**src/rtl/nn_pkg.sv**
```systemverilog
// Shared types and defaults for the layer sequencer: FSM encoding,
// registered control bundle and the table/address size defaults.
package nn_pkg;

    localparam int AW_DEF = 8;
    localparam int MAX_LAYERS_DEF = 4;
    localparam int LW = 2;

    typedef enum logic [2:0] {
        IDLE,
        LOAD,
        PRIME0,
        PRIME1,
        ACC,
        WB,
        NEXT,
        FIN
    } state_t;

    typedef struct packed {
        logic busy;
        logic done;
        logic ag_reset;
        logic ag_read;
        logic mac_clear;
        logic ram_wre;
    } ctl_t;

    // Control levels that hold while the FSM sits in state s.
    function automatic ctl_t ctl_of(state_t s);
        ctl_t c;
        c = '0;
        unique case (s)
            IDLE: ;
            LOAD: begin
                c.busy = 1'b1;
                c.ag_reset = 1'b1;
                c.mac_clear = 1'b1;
            end
            PRIME0, PRIME1: begin
                c.busy = 1'b1;
                c.ag_read = 1'b1;
                c.mac_clear = 1'b1;
            end
            ACC: c.busy = 1'b1;
            WB: begin
                c.busy = 1'b1;
                c.ram_wre = 1'b1;
            end
            NEXT: c.busy = 1'b1;
            FIN: c.done = 1'b1;
            default: c = '0;
        endcase
        return c;
    endfunction

endpackage

```
**src/rtl/layer_sequencer_if.sv**
```systemverilog
// Sequencer <-> address generator / MAC / neuron-RAM control bundle.
// The sequencer is the master; the datapath side is the slave.
interface layer_sequencer_if
    import nn_pkg::*;
#(
    parameter int AW = AW_DEF
);

    logic ag_reset;
    logic ag_read;
    logic ag_finished;
    logic mac_clear;
    logic ram_wre;
    logic [AW-1:0] nk;
    logic [AW-1:0] weight_base;
    logic [AW-1:0] read_base;
    logic [AW-1:0] write_base;

    modport master (
        output ag_reset,
        output ag_read,
        output mac_clear,
        output ram_wre,
        output nk,
        output weight_base,
        output read_base,
        output write_base,
        input  ag_finished
    );

    modport slave (
        input  ag_reset,
        input  ag_read,
        input  mac_clear,
        input  ram_wre,
        input  nk,
        input  weight_base,
        input  read_base,
        input  write_base,
        output ag_finished
    );

endinterface

```
**src/rtl/layer_cfg_regs.sv**
```systemverilog
// Per-layer (nk, nn) table: synchronous write, combinational read,
// cleared on reset.
module layer_cfg_regs
    import nn_pkg::*;
#(
    parameter int MAX_LAYERS = MAX_LAYERS_DEF,
    parameter int AW = AW_DEF
) (
    input  logic          clk,
    input  logic          reset,
    input  logic          we,
    input  logic [LW-1:0] wr_idx,
    input  logic [AW-1:0] wr_nk,
    input  logic [AW-1:0] wr_nn,
    input  logic [LW-1:0] rd_idx,
    output logic [AW-1:0] rd_nk,
    output logic [AW-1:0] rd_nn
);

    logic [AW-1:0] nk_q [MAX_LAYERS];
    logic [AW-1:0] nn_q [MAX_LAYERS];

    always_ff @(posedge clk) begin
        if (reset) begin
            for (int i = 0; i < MAX_LAYERS; i++) begin
                nk_q[i] <= '0;
                nn_q[i] <= '0;
            end
        end else if (we && int'(wr_idx) < MAX_LAYERS) begin
            nk_q[wr_idx] <= wr_nk;
            nn_q[wr_idx] <= wr_nn;
        end
    end

    always_comb begin
        rd_nk = '0;
        rd_nn = '0;
        if (int'(rd_idx) < MAX_LAYERS) begin
            rd_nk = nk_q[rd_idx];
            rd_nn = nn_q[rd_idx];
        end
    end

endmodule

```
**src/rtl/layer_sequencer.sv**
```systemverilog
// Runs a multi-layer network: per neuron, launches the address
// generator, waits for Nk reads and writes the MAC result back.
module layer_sequencer
    import nn_pkg::*;
#(
    parameter int MAX_LAYERS = MAX_LAYERS_DEF,
    parameter int AW = AW_DEF,
    parameter int IN_BASE = 0
) (
    input  logic          clk,
    input  logic          reset,
    input  logic          start,
    input  logic [2:0]    num_layers,
    input  logic          cfg_we,
    input  logic [LW-1:0] cfg_layer,
    input  logic [AW-1:0] cfg_nk,
    input  logic [AW-1:0] cfg_nn,
    layer_sequencer_if.master bus,
    output logic          busy,
    output logic          done,
    output logic [LW-1:0] layer_idx,
    output logic [AW-1:0] neuron_idx
);

    localparam logic [AW-1:0] IN_B = AW'(IN_BASE);

    state_t state;
    state_t nxt;
    ctl_t ctl;

    logic [AW-1:0] nk_q;
    logic [AW-1:0] nn_q;
    logic [AW-1:0] wb_q;
    logic [AW-1:0] rb_q;
    logic [AW-1:0] wrb_q;
    logic [AW-1:0] nidx_q;
    logic [LW-1:0] lidx_q;
    logic [2:0] nl_q;

    logic [AW:0] nidx_inc;
    logic [2:0] lidx_inc;
    logic n_more;
    logic l_more;
    logic bad_nl;
    logic skip;

    logic cfg_wr;
    logic cfg_hit;
    logic [LW-1:0] ld_idx;
    logic [AW-1:0] rd_nk;
    logic [AW-1:0] rd_nn;
    logic [AW-1:0] ld_nk;
    logic [AW-1:0] ld_nn;

    assign nidx_inc = {1'b0, nidx_q} + {{AW{1'b0}}, 1'b1};
    assign lidx_inc = {1'b0, lidx_q} + 3'd1;
    assign n_more = nidx_inc < {1'b0, nn_q};
    assign l_more = lidx_inc < nl_q;
    assign bad_nl = (num_layers == 3'd0) || (int'(num_layers) > MAX_LAYERS);
    assign skip = (nk_q == '0) || (nn_q == '0);

    // Table is frozen during a run; an IDLE write forwards to a same-cycle start.
    assign cfg_wr = cfg_we && !ctl.busy;
    assign ld_idx = (state == IDLE) ? '0 : lidx_inc[LW-1:0];
    assign cfg_hit = cfg_we && (state == IDLE) && (cfg_layer == ld_idx);
    assign ld_nk = cfg_hit ? cfg_nk : rd_nk;
    assign ld_nn = cfg_hit ? cfg_nn : rd_nn;

    layer_cfg_regs #(
        .MAX_LAYERS(MAX_LAYERS),
        .AW(AW)
    ) u_cfg (
        .clk(clk),
        .reset(reset),
        .we(cfg_wr),
        .wr_idx(cfg_layer),
        .wr_nk(cfg_nk),
        .wr_nn(cfg_nn),
        .rd_idx(ld_idx),
        .rd_nk(rd_nk),
        .rd_nn(rd_nn)
    );

    always_comb begin
        nxt = state;
        unique case (state)
            IDLE: begin
                if (start) nxt = bad_nl ? FIN : LOAD;
            end
            LOAD: nxt = skip ? NEXT : PRIME0;
            PRIME0: nxt = PRIME1;
            PRIME1: nxt = ACC;
            ACC: begin
                if (bus.ag_finished) nxt = WB;
            end
            WB: nxt = n_more ? PRIME0 : NEXT;
            NEXT: nxt = l_more ? LOAD : FIN;
            FIN: nxt = IDLE;
            default: nxt = IDLE;
        endcase
    end

    always_ff @(posedge clk) begin
        if (reset) begin
            state <= IDLE;
            ctl <= '0;
            nk_q <= '0;
            nn_q <= '0;
            wb_q <= '0;
            rb_q <= '0;
            wrb_q <= '0;
            nidx_q <= '0;
            lidx_q <= '0;
            nl_q <= '0;
        end else begin
            state <= nxt;
            ctl <= ctl_of(nxt);
            unique case (state)
                IDLE: begin
                    if (start) begin
                        lidx_q <= '0;
                        rb_q <= IN_B;
                        wb_q <= '0;
                        nl_q <= num_layers;
                        nk_q <= ld_nk;
                        nn_q <= ld_nn;
                        wrb_q <= IN_B + ld_nk;
                        nidx_q <= '0;
                    end
                end
                WB: begin
                    if (n_more) begin
                        nidx_q <= nidx_inc[AW-1:0];
                        wb_q <= wb_q + nk_q;
                    end
                end
                NEXT: begin
                    rb_q <= wrb_q;
                    if (!skip) wb_q <= wb_q + nk_q;
                    lidx_q <= lidx_inc[LW-1:0];
                    if (l_more) begin
                        nk_q <= ld_nk;
                        nn_q <= ld_nn;
                        wrb_q <= wrb_q + ld_nk;
                        nidx_q <= '0;
                    end
                end
                default: ;
            endcase
        end
    end

    assign bus.ag_reset = ctl.ag_reset | reset;
    assign bus.ag_read = ctl.ag_read;
    assign bus.mac_clear = ctl.mac_clear;
    assign bus.ram_wre = ctl.ram_wre;
    assign bus.nk = nk_q;
    assign bus.weight_base = wb_q;
    assign bus.read_base = rb_q;
    assign bus.write_base = wrb_q;

    assign busy = ctl.busy;
    assign done = ctl.done;
    assign layer_idx = lidx_q;
    assign neuron_idx = nidx_q;

endmodule

```
**src/flat_wrapper.sv**
```systemverilog
// flat-port wrapper written by rule: the top's interface ports become plain ports
module layer_sequencer_flat import nn_pkg::*;
#(
    parameter int MAX_LAYERS = MAX_LAYERS_DEF,
    parameter int AW = AW_DEF,
    parameter int IN_BASE = 0
)
  (clk, reset, start, num_layers, cfg_we, cfg_layer, cfg_nk, cfg_nn, busy, done, layer_idx, neuron_idx, bus_ag_reset, bus_ag_read, bus_mac_clear, bus_ram_wre, bus_nk, bus_weight_base, bus_read_base, bus_write_base, bus_ag_finished);
  layer_sequencer_if #(.AW(AW)) bus_i ();
  input  logic clk;
  input  logic reset;
  input  logic start;
  input  logic [2:0] num_layers;
  input  logic cfg_we;
  input  logic [LW-1:0] cfg_layer;
  input  logic [AW-1:0] cfg_nk;
  input  logic [AW-1:0] cfg_nn;
  output logic busy;
  output logic done;
  output logic [LW-1:0] layer_idx;
  output logic [AW-1:0] neuron_idx;
  output wire logic [$bits(bus_i.ag_reset)-1:0] bus_ag_reset;
  output wire logic [$bits(bus_i.ag_read)-1:0] bus_ag_read;
  output wire logic [$bits(bus_i.mac_clear)-1:0] bus_mac_clear;
  output wire logic [$bits(bus_i.ram_wre)-1:0] bus_ram_wre;
  output wire logic [$bits(bus_i.nk)-1:0] bus_nk;
  output wire logic [$bits(bus_i.weight_base)-1:0] bus_weight_base;
  output wire logic [$bits(bus_i.read_base)-1:0] bus_read_base;
  output wire logic [$bits(bus_i.write_base)-1:0] bus_write_base;
  input wire logic [$bits(bus_i.ag_finished)-1:0] bus_ag_finished;
  assign bus_ag_reset = bus_i.ag_reset;
  assign bus_ag_read = bus_i.ag_read;
  assign bus_mac_clear = bus_i.mac_clear;
  assign bus_ram_wre = bus_i.ram_wre;
  assign bus_nk = bus_i.nk;
  assign bus_weight_base = bus_i.weight_base;
  assign bus_read_base = bus_i.read_base;
  assign bus_write_base = bus_i.write_base;
  assign bus_i.ag_finished = bus_ag_finished;
  layer_sequencer #(.MAX_LAYERS(MAX_LAYERS), .AW(AW), .IN_BASE(IN_BASE)) u_core (.clk(clk), .reset(reset), .start(start), .num_layers(num_layers), .cfg_we(cfg_we), .cfg_layer(cfg_layer), .cfg_nk(cfg_nk), .cfg_nn(cfg_nn), .bus(bus_i), .busy(busy), .done(done), .layer_idx(layer_idx), .neuron_idx(neuron_idx));
endmodule
```
**config.mk**
```make
export PLATFORM = sky130hd
export DESIGN_NAME = layer_sequencer_flat
export DESIGN_NICKNAME = d
export VERILOG_FILES = /design/src/rtl/nn_pkg.sv /design/src/rtl/layer_sequencer_if.sv /design/src/rtl/layer_cfg_regs.sv /design/src/rtl/layer_sequencer.sv /design/src/flat_wrapper.sv
export SDC_FILE = /design/constraint.sdc
export NUM_CORES = 1
export LEC_CHECK = 0
export ABC_AREA = 1
export BUFFER_PORTS_ARGS = -buffer_cell sky130_fd_sc_hd__buf_2
export CORE_MARGIN = 3
export CORE_UTILIZATION = 28
export DETAILED_ROUTE_END_ITERATION = 8
export GPL_TIMING_DRIVEN = 0
export MAX_ROUTING_LAYER = met4
export PLACE_DENSITY_LB_ADDON = 0.25
export SYNTH_ARGS = -nofsm -noshare
export SYNTH_HDL_FRONTEND = slang
export SYNTH_HIERARCHICAL = 1
export SYNTH_SLANG_ARGS = --single-unit
```
**constraint.sdc**
```tcl
create_clock -name clk -period 4.7 [get_ports clk]
set_input_delay 0.94 -clock clk [delete_from_list [all_inputs] [get_ports clk]]
set_output_delay 0.94 -clock clk [all_outputs]
set_load 0.1 [all_outputs]
```
# Word-level counts from Yosys, hierarchy flattened
# Memories as Yosys holds them, arrays and structs flattened.
# Index checks and enable logic that the tools add are counted.
classes:
  addsub: 4
  magnitude_cmp: 3
  n_eq_ne: 19
  mux: 45
  bitwise_logic: 1
  n_reduce_logical: 22
ops:
  columns: ["cell", "n"]
  rows:
  - ["$mux 8", 14]
  - ["$pmux 8 s2", 4]
  - ["$pmux 8 s3", 2]
  - ["$eq 3x3->1 const B", 8]
  - ["$pmux 3 s8", 1]
  - ["$mux 3", 6]
  - ["$add 8x8->8", 2]
  - ["$logic_not 8->1", 2]
  - ["$reduce_or 8->1", 2]
  - ["$mux 1", 13]
  - ["$eq 3x2->1 const B", 4]
  - ["$add 8x1->9 const B", 1]
  - ["$lt 9x8->1", 1]
  - ["$mux 2", 4]
  - ["$reduce_and 4->1", 2]
  - ["$eq 3x1->1 const B", 2]
  - ["$logic_not 3->1", 2]
  - ["$reduce_or 6->1", 1]
  - ["$ne 2x1->1 const B", 2]
  - ["$ne 2x2->1 const B", 2]
  - ["$pmux 2 s2", 1]
  - ["$reduce_and 2->1", 2]
  - ["$add 2x1->3 const B", 1]
  - ["$gt 3x3->1 const B", 1]
  - ["other kinds (11)", 14]
totals:
  regBits: 62
  ram_bits: 64
  input_bits: 26
  elab_cells: 111
  mem_count: 2
memory_table:
  columns: ["memory", "depth", "width", "read_ports", "rd_ports_with_merged_regs", "wr", "line_no", "rtl"]
  rows:
  - ["u_core.u_cfg.nk_q", 4, 8, 1, 0, 4, "layer_cfg_regs.sv:20", "logic [AW-1:0] nk_q [MAX_LAYERS];"]
  - ["u_core.u_cfg.nn_q", 4, 8, 1, 0, 4, "layer_cfg_regs.sv:21", "logic [AW-1:0] nn_q [MAX_LAYERS];"]

# Longest topological paths before layout
# Gate-level depths: netlist of run 1.
logic_depth:
  word_depth: 8
  depth_mapped: 25
  ltp_nobuf: 22

# By module
# Netlist of run 1, hierarchy kept.
modules_own_cells:
  columns: ["module", "instances", "cells_per_inst", "area_each_um2"]
  rows:
  - ["layer_sequencer", 1, 579, 3902.5]
  - ["layer_cfg_regs", 1, 352, 3109.2]

# Worst setup path before layout of run 1
# No wires, ideal clock.
synth_timing:
  path_type: "reg2reg"
  start: "register u_core.lidx_q[0], in the netlist u_core/layer_idx[0]"
  end: "register u_core.wrb_q[4], in the netlist u_core/bus.write_base[4]"
  setup_time_ps: 67
  t_arrival_ps: 3301
  t_required_ps: 4633
  setup_slack_ps: 1331
  path_stages_with_launch: 19
  path_buffers: 2
  cell_sequence: "dfxtp_1 ha_1 inv_1 nor2_1 buf_2 buf_1 nand3_1 nand2_1 nand2_1 nand2_1 ha_1 fa_1 nand2_1 a21oi_1 o21ai_0 nand3_1 a21oi_1 a21oi_1 nor2_1"
synth_rtl:
  columns: ["element", "line_no", "rtl"]
  rows:
  - ["start: declaration", "layer_sequencer.sv:37", "logic [LW-1:0] lidx_q;"]
  - ["start signal: assignment", "layer_sequencer.sv:140", "lidx_q <= lidx_inc[LW-1:0];"]
  - ["$add 2x1->3", "layer_sequencer.sv:56", "assign lidx_inc = {1'b0, lidx_q} + 3'd1;"]
  - ["$mux 2", "layer_sequencer.sv:64", "assign ld_idx = (state == IDLE) ? '0 : lidx_inc[LW-1:0];"]
  - ["net u_core.ld_idx[1]", "layer_sequencer.sv:49", "logic [LW-1:0] ld_idx;"]
  - ["$mem_v2 4x8", null, null]
  - ["net u_core.rd_nk[0]", "layer_sequencer.sv:50", "logic [AW-1:0] rd_nk;"]
  - ["$mux 8", "layer_sequencer.sv:66", "assign ld_nk = cfg_hit ? cfg_nk : rd_nk;"]
  - ["net u_core.ld_nk[0]", "layer_sequencer.sv:52", "logic [AW-1:0] ld_nk;"]
  - ["$add 8x8->8", "layer_sequencer.sv:144", "wrb_q <= wrb_q + ld_nk;"]
  - ["$mux 8", "layer_sequencer.sv:141", "if (l_more) begin"]
  - ["$pmux 8 s2", "layer_sequencer.sv:118", "unique case (state)"]
  - ["end signal: assignment", "layer_sequencer.sv:127", "wrb_q <= IN_B + ld_nk;"]
  - ["end signal: assignment", "layer_sequencer.sv:144", null]
  - ["end: declaration", "layer_sequencer.sv:35", "logic [AW-1:0] wrb_q;"]
# The timed path passes the listed nets, and every way through them passes these cells. The select of a mux whose other input is x is not followed.
# A chain may end at the register's enable or synchronous reset.

# Final worst setup path of run 1
layout_timing:
  start: "register u_core.state[2]"
  end: "register u_core.wrb_q[7], in the netlist u_core/bus.write_base[7]"
layout_rtl:
  columns: ["element", "line_no", "rtl"]
  rows:
  - ["start: declaration", "layer_sequencer.sv:27", "state_t state;"]
  - ["start signal: assignment", "layer_sequencer.sv:116", "state <= nxt;"]
  - ["$logic_not 3->1", "layer_sequencer.sv:64", null]
  - ["$mux 2", "layer_sequencer.sv:64", null]
  - ["net u_core.ld_idx[0]", "layer_sequencer.sv:49", null]
  - ["$mem_v2 4x8", null, null]
  - ["net u_core.rd_nk[6]", "layer_sequencer.sv:50", null]
  - ["$mux 8", "layer_sequencer.sv:66", null]
  - ["net u_core.ld_nk[6]", "layer_sequencer.sv:52", null]
  - ["$add 8x8->8", "layer_sequencer.sv:144", null]
  - ["$mux 8", "layer_sequencer.sv:141", null]
  - ["$pmux 8 s2", "layer_sequencer.sv:118", null]
# The timed path passes the listed nets, and every way through them passes these cells. The select of a mux whose other input is x is not followed.

==> results of run 1 <==
-- power breakdown --
group / total [W] / internal (W) / switching [W]
sequential: 0.00151 / 0.00135 / 0.000151
clock: 0.00123 / 0.000727 / 0.000505
combinational: 0.00307 / 0.000808 / 0.00227
total: 0.00581 / 0.00289 / 0.00292
-- worst paths after layout --
kind | end | slack, ns | depth (start not counted)
min | u_core/nl_q[1]$_SDFFE_PP0P_ | 0.47 | 2
max | u_core/bus.write_base[7]$_SDFFE_PP0P_ | 1.03 | 22
max reg2reg | u_core/bus.write_base[7]$_SDFFE_PP0P_ | 1.03 | 22
min reg2reg | u_core/nl_q[1]$_SDFFE_PP0P_ | 0.47 | 2
-- through the flow --
| stage | worst slack, ns | cell area (sq um) | total power [W] |
|---|---|---|---|
| 2_1_floorplan | 1.331 | 7012 | 0.003887 |
| 3_3_place_gp | 0.8857 | 7782 | 0.004590 |
| 3_5_place_dp | 1.017 | 7797 | 0.004608 |
| 4_1_cts | 0.9780 | 8347 | 0.005858 |
| 5_1_grt | 0.5991 | 8347 | 0.006268 |
| 6_report | 1.026 | 8347 | 0.005811 |
-- kinds of logic (layout without fill, tap and decap cells) --
kind of cell	count (synthesis)	after routing
and+or+nand+nor	461	461
DFF	126	126
xor gates and xnor gates	10	10
buffers and inverters	202	308
AOI/OAI and AO/OA	105	105
adders and majority gates	27	27
-- layout make-up --
type,instances,area [sq um],share of cell area (%)
plain buffers,35,196.4,2.353
clock buffers,19,432.9,5.187
repair buffers,74,376.6,4.512
inverters,167,626.9,7.510
multi-input cells,603,3029,36.29
flip-flops and latches,126,3163,37.90
well taps,324,405.4,4.857
clock inverters,13,116.4,1.394
-- worst max-delay path, cell delays in order, from the launching register on --
cell,delay (ns)
dfxtp_1,0.45
inv_2,0.09
nand3_4,0.16
inv_2,0.09
clkbuf_1,0.22
nor2_1,0.13
buf_2,0.17
clkbuf_1,0.44
nand2_1,0.11
nand3_1,0.10
nand2_1,0.06
inv_1,0.04
nand2_1,0.04
o21ai_1,0.18
inv_1,0.12
ha_1,0.34
a21oi_1,0.16
a21boi_0,0.26
nand3_1,0.11
nand3_1,0.11
nand3_1,0.07
nand2_1,0.06
nor2_1,0.04
-- synthesized netlist by cell type --
cell type  count
nor3_2         1
or2_2          3
buf_6          4
nor2_8         1
xor2_1         6
a31oi_1       10
nand3_4        2
nand4_1        6
o21ai_0       20
dfxtp_1       62
inv_2          8
o21ai_2        1
nand3_2        3
a21oi_4        1
nand3_1       88
a21o_1         1
buf_2         16
o21a_1         1
nor2_4         2
nand2_2        3
nor3_1        16
nand3b_1       3
o21ai_1       12
ha_1          25
o311ai_1       1
fa_1           2
inv_1        159
buf_4          4
o21bai_1       3
buf_1          2
nor2_1        95
a21boi_0       1
nor2_2         2
o211ai_2       1
edfxtp_1      64
clkbuf_1       9
nand2_1      234
a21oi_1       53
xnor2_1        4
nand2_4        2
-- sequential cells by signal (all words and copies together), names as in the netlist --
register                cells
u_core/u_cfg/nk_q          32
u_core/u_cfg/nn_q          32
u_core/bus.nk               8
u_core/bus.read_base        8
u_core/bus.weight_base      8
u_core/bus.write_base       8
u_core/neuron_idx           8
u_core/nn_q                 8
u_core/nl_q                 3
u_core/state                3
u_core/layer_idx            2
u_core/bus.ag_read          1
u_core/bus.mac_clear        1
u_core/bus.ram_wre          1
u_core/busy                 1
u_core/ctl                  1
u_core/done                 1
-- routing by layer --
layer | share of wire [%] | global-route usage [%]
met2 | 48 | 24.99
met3 | 4.8 | 3.052
met1 | 47 | 20.19
met4 | 0.79 | 3.268
met5 | 0 | -
==> metrics.md, run 1 <==
| Metric | Value |
|---|---|
| Status | finished clean |
| Reg clk slew, reported paths | 0.06 ns |
| Clock root cell | clkbuf_16 |
| Syn Inst Count | 931 |
| Ports | 74 |
| Die height | 164.2 um |
| H-tree lvl count | 4 |
| Die Footprint | 26980 sq um |
| GRT Total Usage | 15.46% |
| Largest family of logic cells by synthesized area | simple AND/OR/NAND/NOR gates |
| Post-synth top area share | 27.41% |
| Iter 0 DRT Violations | 420 |
| Vias per Instance | 4.471 |
| Cell area after synthesis | 7012 sq um |
| # hold bufs at CTS | 0 |
| Path type of the worst setup path | reg -> reg |
| Commonest non-fill, non-tap cells in the layout | nand2_1 (234), inv_1 (159), nor2_1 (95) |
| Worst-Margin Slew | 0.8267 ns |
| HP Class | reg -> reg |
| Pleak | 4.014 nW |
| Post-synthesis sequential area ratio | 45.11% |
| XOR/XNOR Fraction of Synth Area | 1.249% |
| Worst setup SP type | flip-flop |
| Max-slew headroom | 44.76% |
| Port bufs | 73 |
| Filler Cells Inserted | 2588 |
| First-pass detailed-route iteration total | 5 |
| Ant. Diodes | 0 |
| Hold path start | u_core/nl_q[1]$_SDFFE_PP0P_ |
| Syn. warnings | 6 |
| Final setup fails | 0 |
| Commonest non-fill, non-tap cell in the layout | nand2_1 |
| Fmax | 272.2 MHz |
| Max_cap viols | 0 |
| Clk_lat worst skew | 0.42 ns |
| Post-synthesis adder-cell area fraction | 5.032% |
| Final std cells w/o fill | 1361 |
| Synth area leaders | edfxtp_1 (27%), dfxtp_1 (18%), nand2_1 (13%) |
| Final WL | 19770 um |
| CP endpoint kind | flip-flop |
| Overall via count from detail_route | 6085 |
| Initial Util | 28.66% |
| CTS Buf Count | 17 |
| Nets | 1077 |
| CTS tree | built |
| Die W | 164.2 um |
| Setup TNS | 0 ns |
| RR Startpoint | u_core/state[2]$_SDFF_PP0_ |
| # DRC | 0 |
| First-pass GRT wire length | 31050 um |
| Wire length per cell | 14.53 um |
| Final ANT Viol Nets | 0 |
| Antenna violations before repair | 0 |
| Synth Area in Simple Gates | 28.60% |
| Post-synthesis area per instance | 7.531 sq um |
| Grt total ovfl | 0 |
| Synth cell types | 40 |
| Largest net degree at the start of global routing | 17 |
| Final core utilization | 34.12% |
| CP arrival | 3.98 ns |
| Skew final | 0.006097 ns |
| Crit path launch | u_core/state[2]$_SDFF_PP0_ |
| CTS Buffer Depth | 2 |
| Post-CTS Setup Bufs | 0 |
| CP Max Fanout | 10 |
| CTS Sinks | 126 |
| Pins Over Slew Limit | 0 |
| Post-DP HPWL | 14630 um |
| Mux contribution to synthesized area | 0% |
| Final hold violation count | 0 |
| Synth-to-layout area growth | 19.04% |
| Seq cells post-synth | 126 |
| Cell taking the most area after synthesis | edfxtp_1 |
| RSZ-0062 raised after global routing | false |
| Pwr dens | 696.2 nW/um^2 |
| Peak supply drop | 0.3614 mV |
| Placer Congestion | 0.8325 |
| CTS resizes | 0 |
| Vias in the first global route | 5697 |
| Hold slack final | 0.4660 ns |
| Layout cells sized above 1 | 15.24% |
| Rows | 57 |
| Fin crit share | 78.17% |
| Post-Synthesis Net Count | 984 |
| Cell count after placement | 1329 |
| Core Region | 24460 sq um |
| Fin crit period | 3.674 ns |
| Worst Path Required | 5.01 ns |
| Post-synthesis compound-gate area fraction | 8.262% |
(Power assumes the default switching activity.)
==> run 2: changes to the inputs <==
--- a/config.mk
+++ b/config.mk
@@ -5,7 +5,7 @@
 export SDC_FILE = /design/constraint.sdc
 export NUM_CORES = 1
 export LEC_CHECK = 0
-export ABC_AREA = 1
+export ABC_AREA = 0
 export BUFFER_PORTS_ARGS = -buffer_cell sky130_fd_sc_hd__buf_2
 export CORE_MARGIN = 3
 export CORE_UTILIZATION = 28
==> constraint.sdc (replaced) <==
create_clock -name clk -period 2.95 [get_ports clk]
set_input_delay 0.59 -clock clk [delete_from_list [all_inputs] [get_ports clk]]
set_output_delay 0.59 -clock clk [all_outputs]
set_load 0.1 [all_outputs]
==> run 2 against run 1 <==
The run now ends with setup timing left. Total power rose by 14%. Critical path depth decreased by 7. Cell count shrank 26%. Hold slack worse by 0.044 ns. Area after synthesis shrank 8.1%. Non-clock buffer count increased by 16. Clock skew is 0.00058 ns lower. Largest cell class is now multi-input gates.
==> metrics.md, run 2 <==
| Metric | Value |
|---|---|
| Seq cells post-synth | 126 |
| Status | finished with violations |
| First-pass detailed-route iteration total | 4 |
| Ports | 74 |
| CTS Sinks | 126 |
| Gate power share | 32.6% |
| RR Startpoint | u_core/state[2]$_SDFF_PP0_ |
| H-tree lvl count | 4 |
| Core Region | 22230 sq um |
| Sw Share | 35.30% |
| Gr busiest metal | met2 |
| Syn. warnings | 6 |
| First-pass GRT wire length | 27370 um |
| Layout cells sized above 1 | 31.32% |
| Synth cell types | 67 |
| Syn Inst Count | 599 |
| Switch Pwr | 0.002338 W |
| Ant. Diodes | 0 |
| Initial Util | 29.00% |
| Reg clk slew, reported paths | 0.06 ns |
| Skew final | 0.005512 ns |
| Cell taking the most area after synthesis | edfxtp_1 |
| Synth-to-layout area growth | 29.44% |
| Fin crit share | 106.9% |
| Hold path start | num_layers[0] |
| Pins Over Slew Limit | 0 |
| Overall via count from detail_route | 4889 |
| Pwr dens | 793.8 nW/um^2 |
| Clk pwr share | 34.7% |
| Max_cap viols | 0 |
| Post-Synthesis Net Count | 652 |
| Clock root cell | clkbuf_16 |
| Final setup fails | 3 |
| Cell area after synthesis | 6446 sq um |
| Path type of the worst setup path | reg -> reg |
| Final WL | 17470 um |
| Met2 Resource Use GR | 23.24% |
| Hold Crit Endpoint | u_core/nl_q[0]$_SDFFE_PP0P_ |
| Post-DP HPWL | 12120 um |
| GR Layer Usage met1 | 20.05% |
| Slack of the critical path | -0.2037 ns |
| Pleak | 3.361 nW |
| Worst setup SP type | flip-flop |
| Commonest non-fill, non-tap cell in the layout | buf_2 |
| Port bufs | 73 |
| Final ANT Viol Nets | 0 |
| Die height | 157.7 um |
| Iter 0 DRT Violations | 271 |
| CTS Buffer Depth | 2 |
| Power Internal | 0.004285 W |
| Worst-Margin Slew | 0.7220 ns |
| Antenna violations before repair | 0 |
| Max-slew headroom | 51.87% |
| Ys async rst share | 0% |
| FF-to-FF End | u_core/bus.write_base[6]$_SDFFE_PP0P_ |
| CP Max Fanout | 5 |
| Top-count cell post-synth | and2_1 |
| Grt total ovfl | 0 |
| CP arrival | 3.45 ns |
| Vias in the first global route | 4734 |
| HP Class | in -> reg |
| Wire length per cell | 17.33 um |
| Failing checks | setup timing |
| CTS Buf Count | 17 |
| Clk_lat worst skew | 0.42 ns |
| Post-synthesis sequential area ratio | 49.07% |
| Hold Crit Depth | 3 |
| Most used DFF post-synth | edfxtp_1 |
| Commonest cells in the netlist | and2_1 (67), edfxtp_1 (64), dfxtp_1 (62), nor2_1 (58), nand2_1 (37) |
| Fin crit period | 3.154 ns |
| Filler Cells Inserted | 2198 |
| Final hold violation count | 0 |
| Hold slack final | 0.4222 ns |
| Peak supply drop | 0.5214 mV |
| Setup TNS | -0.5212 ns |
| Synth area leaders | edfxtp_1 (30%), dfxtp_1 (19%), and2_1 (6.5%) |
| Pre-CTS setup slack | -0.9006 ns |
| # DRC | 0 |
| Met3 Use GR | 3.308% |
| Commonest non-fill, non-tap cells in the layout | buf_2 (80), and2_1 (67), edfxtp_1 (64) |
| Post-synth EDFFs | 64 |
| Reg2reg path depth | 15 |
| Slack of the worst reg-to-reg path | -0.20 ns |
| CP endpoint kind | flip-flop |
| Fmax | 317.1 MHz |
| Rows | 54 |
| Nets | 768 |
| Worst Path Required | 3.25 ns |
| Placer Congestion | 0.8257 |
| Vias per Instance | 4.850 |
| GRT Total Usage | 15.00% |
| Die W | 157.7 um |
| Post-synth top area share | 29.81% |
| Largest net degree at the start of global routing | 17 |
| CTS tree | built |
| Biggest regs | u_core/u_cfg/nk_q (32), u_core/u_cfg/nn_q (32) |
| RSZ-0062 raised after global routing | true |
| Die Footprint | 24880 sq um |
| Post-synthesis area per instance | 10.76 sq um |
| Sequential share of power | 32.8% |
[run 2: changes by cell type after synthesis, moves of 16 or more]
| cell | before | now |
|---|---|---|
| a21oi_1 | 53 | 35 |
| and2_1 | 0 | 67 |
| nand3_1 | 88 | 10 |
| nor2_1 | 95 | 58 |
| mux4_2 | 0 | 16 |
| nand2_1 | 234 | 37 |
| inv_1 | 159 | 24 |
[run 2: through the flow]
step | total power, W | utilization, % | area [sq um] | std cells
after floorplan | 0.003670 | - | 6578 | 599
after global placement | 0.004106 | 32.81 | 7293 | 952
after detailed placement | 0.004119 | 32.81 | 7293 | 952
after CTS | 0.006589 | 36.80 | 8179 | 1000
after global routing | 0.006962 | 37.54 | 8344 | 1008
final | 0.006624 | 37.54 | 8344 | 1008
[run 2: worst max-delay path, cell delays in order, from the launching register on]
cell and delay (ns):
dfxtp_4 0.36, nor3_4 0.21, buf_12 0.14, nor2_4 0.04
buf_6 0.14, mux4_2 0.44, mux2i_4 0.18, inv_2 0.06
ha_4 0.16, fa_2 0.34, a21o_1 0.18, a21oi_2 0.15
o21ai_1 0.09, a21oi_2 0.15, nor4_1 0.06, or3_1 0.34
[run 2: layout make-up]
| class | instances | area [sq um] | share of cell area, % |
|---|---|---|---|
| Timing Repair Buffer | 101 | 598.1 | 7.167 |
| Sequential cell | 126 | 3204 | 38.40 |
| Buffer | 24 | 135.1 | 1.619 |
| Inverter | 25 | 93.84 | 1.125 |
| Multi-Input combinational cell | 420 | 3317 | 39.75 |
| Clock inverter | 14 | 216.5 | 2.594 |
| Tap cell | 280 | 350.3 | 4.199 |
| Clock buffer | 18 | 429.2 | 5.143 |
[run 2: worst max-delay path by stage]
stage                                      from                                    end  slack, ns  cells past startpoint
2_1_floorplan  u_core/layer_idx[0]$_SDFFE_PP0P_  u_core/bus.write_base[6]$_SDFFE_PP0P_      -0.37                     15
3_3_place_gp         u_core/state[0]$_SDFF_PP0_  u_core/bus.write_base[7]$_SDFFE_PP0P_      -0.79                     15
3_5_place_dp         u_core/state[0]$_SDFF_PP0_  u_core/bus.write_base[7]$_SDFFE_PP0P_      -0.90                     15
4_1_cts              u_core/state[0]$_SDFF_PP0_  u_core/bus.write_base[6]$_SDFFE_PP0P_      -0.35                     16
5_1_grt              u_core/state[2]$_SDFF_PP0_  u_core/bus.write_base[6]$_SDFFE_PP0P_      -0.34                     15
6_report             u_core/state[2]$_SDFF_PP0_  u_core/bus.write_base[6]$_SDFFE_PP0P_      -0.20                     15
[run 2: kinds of logic (layout without fill, tap and decap cells)]
logic type / count (synthesis) / count (layout) / share of synthesized area (%)
AO/OA/AOI/OAI: 118 / 118 / 11.92
flip-flops: 126 / 126 / 49.07
buffers and inverters: 54 / 182 / 3.979
AND/OR/NAND/NOR: 226 / 227 / 19.24
multiplexers: 33 / 33 / 8.288
adder cells (fa/ha/maj): 27 / 27 / 5.474
XOR/XNOR: 15 / 15 / 2.038
[run 2: metal layers]
layer / up-vias / part of all wire [%]
met5: - / 0
li1: 2428 / -
met2: 87 / 47
met4: 0 / 0.80
met1: 2361 / 48
met3: 13 / 4.4
[run 2: timing repair]
action                                  4_1_cts  5_1_grt
pin swaps                                     7       17
gates resized for setup                      27       21
buffers inserted                             18       10
gates cloned                                  1        1
hold buffers                                  0        0
endpoints found under the setup margin        8       27
[run 2: power by group through the flow]
stage | Sequential, W | Combinational (W) | Clock [W]
2_1_floorplan | 0.00264 | 0.00103 | 0
3_3_place_gp | 0.00219 | 0.00191 | 0
3_5_place_dp | 0.00219 | 0.00193 | 0
4_1_cts | 0.00217 | 0.00208 | 0.00234
5_1_grt | 0.00219 | 0.00233 | 0.00244
6_report | 0.00217 | 0.00216 | 0.00230
==> run 3: changes to the inputs <==
--- a/config.mk
+++ b/config.mk
@@ -7,12 +7,15 @@
 export LEC_CHECK = 0
 export ABC_AREA = 0
 export BUFFER_PORTS_ARGS = -buffer_cell sky130_fd_sc_hd__buf_2
+export CELL_PAD_IN_SITES_DETAIL_PLACEMENT = 2
+export CELL_PAD_IN_SITES_GLOBAL_PLACEMENT = 2
 export CORE_MARGIN = 3
 export CORE_UTILIZATION = 28
 export DETAILED_ROUTE_END_ITERATION = 8
 export GPL_TIMING_DRIVEN = 0
 export MAX_ROUTING_LAYER = met4
 export PLACE_DENSITY_LB_ADDON = 0.25
+export RECOVER_POWER = 50
 export SYNTH_ARGS = -nofsm -noshare
 export SYNTH_HDL_FRONTEND = slang
 export SYNTH_HIERARCHICAL = 1
==> run 3 against run 2 <==
The flow still finishes with violations (setup timing). Utilization grew 0.32 points. Global-route usage grew 2.9 points. Sequential power is essentially flat. Via count grew 6.5%. Combinational power grew 7%.
==> metrics.md, run 3 (synthesized netlist as in run 2, its figures left out) <==
| Metric | Value |
|---|---|
| Max incr delay on CP | 0.41 ns |
| First-pass GRT wire length | 32620 um |
| Grt total ovfl | 0 |
| Path type of the worst setup path | reg -> reg |
| Fin crit share | 113.8% |
| Vias per Instance | 5.095 |
| Overall via count from detail_route | 5207 |
| Iter 0 DRT Violations | 195 |
| GRT Total Usage | 17.90% |
| CTS Buf Count | 17 |
| Commonest non-fill, non-tap cell in the layout | edfxtp_1 |
| First-pass detailed-route iteration total | 4 |
| RSZ-0062 raised after global routing | true |
| Final WL | 21830 um |
| Clock root cell | clkbuf_16 |
| Commonest non-fill, non-tap cells in the layout | edfxtp_1 (64), nor2_1 (54), buf_2 (53) |
| CTS tree | built |
| Final ANT Viol Nets | 0 |
| Worst setup SP type | flip-flop |
| Filler Cells Inserted | 2365 |
| Antenna violations before repair | 0 |
| Largest net degree at the start of global routing | 17 |
| Synth-to-layout area growth | 30.53% |
| Port bufs | 73 |
| Critical path cell sequence | buf_6, nor3_4, nor2_4, buf_8, buf_4, mux4_2, mux2_4, ha_4, nand3_2, o2111ai_2, a21o_1, a21oi_4, or3b_4, a41oi_2 |
| CP arrival | 3.70 ns |
| Max_cap viols | 0 |
| Pleak | 3.296 nW |
| Die height | 157.7 um |
| Worst-Margin Slew | 1.189 ns |
| Max-slew headroom | 21.06% |
| Reg clk slew, reported paths | 0.06 ns |
| CTS Sinks | 126 |
| CP Max Fanout | 5 |
| Wire length per cell | 21.36 um |
| Rows | 54 |
| Worst Path Required | 3.29 ns |
| CP endpoint kind | flip-flop |
| Slack of the critical path | -0.4065 ns |
| Placement Cell Area | 7293 sq um |
| Skew final | 0.009965 ns |
| Initial Util | 29.00% |
| Vias in the first global route | 5601 |
| Final instance area | 8414 sq um |
| Placer Congestion | 0.7913 |
| Biggest regs | u_core/u_cfg/nk_q (32), u_core/u_cfg/nn_q (32) |
| Peak supply drop | 0.4026 mV |
| Ant. Diodes | 0 |
| Post-DP HPWL | 14810 um |
| HP Class | in -> reg |
| Failing checks | setup timing |
| Nets | 782 |
| # DRC | 0 |
| Fin crit period | 3.356 ns |
| Die Footprint | 24880 sq um |
| Final setup fails | 6 |
| H-tree lvl count | 4 |
| Clk_lat worst skew | 0.43 ns |
| CTS Buffer Depth | 2 |
| Final hold violation count | 0 |
| Die W | 157.7 um |
| Fmax | 297.9 MHz |
| Setup TNS | -1.427 ns |
| Core Region | 22230 sq um |
| Pwr dens | 789.5 nW/um^2 |
| Ports | 74 |
| CP max stage cell | mux4_2 |
| Layout cells sized above 1 | 30.05% |
| Pins Over Slew Limit | 0 |
| Status | finished with violations |
## run 3: where the power goes
group	internal [W]	leakage (nW)	switching, W	total (W)
Clock	0.00127	0.290	0.000890	0.00216
Sequential	0.00202	1.18	0.000149	0.00217
Combinational	0.000804	1.83	0.00151	0.00231
Total	0.00410	3.30	0.00255	0.00664
## run 3: per-stage QoR
stage          hold slack, ns  worst slack (ns)  total power [W]  utilization (%)  cells
3_5_place_dp           0.4591           -0.9531         0.004194            32.81    952
4_1_cts                0.3923           -0.4753         0.006532            36.63   1000
3_3_place_gp           0.4434           -0.8550         0.004112            32.81    952
2_1_floorplan          0.4336           -0.3654         0.003670                -    599
5_1_grt                0.4022           -0.5302         0.006991            37.85   1022
6_report               0.4196           -0.4065         0.006643            37.85   1022
## run 3: critical path, delay by kind of cell, from the launching register on
| family | cells | cell delay, ns |
|---|---|---|
| AO/OA/AOI/OAI | 4 | 0.74 |
| adder cells (fa/ha/maj) | 1 | 0.32 |
| buffers and inverters | 3 | 0.40 |
| flip-flops | 1 | 0.32 |
| multiplexers | 2 | 0.71 |
| AND/OR/NAND/NOR | 4 | 0.79 |
## run 3: per-layer routing
metal / wire length, um / GRT usage [%] / up-vias
li1: - / - / 2438
met1: 9394 / 22.03 / 2663
met2: 11370 / 30.61 / 93
met3: 846 / 3.362 / 13
met4: 216 / 4.091 / 0
met5: 0 / - / -
## run 3: repair_timing
action | in CTS | in global routing
pin swaps | 8 | 35
gates cloned | 1 | 0
gates resized for setup | 29 | 35
endpoints found under the setup margin | 23 | 27
hold buffers | 0 | 0
setup buffers | 16 | 26
## run 3: path summary, 6_finish.rpt
kind / to / cells after the start / startpoint / slack, ns
max: u_core/bus.write_base[7]$_SDFFE_PP0P_ / 14 / u_core/state[1]$_SDFF_PP0_ / -0.41
min reg2reg: u_core/nl_q[2]$_SDFFE_PP0P_ / 2 / u_core/nl_q[2]$_SDFFE_PP0P_ / 0.47
min: u_core/nl_q[0]$_SDFFE_PP0P_ / 3 / num_layers[0] / 0.42
max reg2reg: u_core/bus.write_base[7]$_SDFFE_PP0P_ / 14 / u_core/state[1]$_SDFF_PP0_ / -0.41
## run 3: cell type report
type / count / area, sq um / share of cell area [%]
timing repair buffer: 116 / 664.4 / 7.896
clock buffer: 17 / 425.4 / 5.056
tap: 280 / 350.3 / 4.164
multi-input combinational: 419 / 3362 / 39.96
clock inverter: 15 / 176.4 / 2.097
sequential: 126 / 3199 / 38.02
buffer: 24 / 142.6 / 1.695
inverter: 25 / 93.84 / 1.115
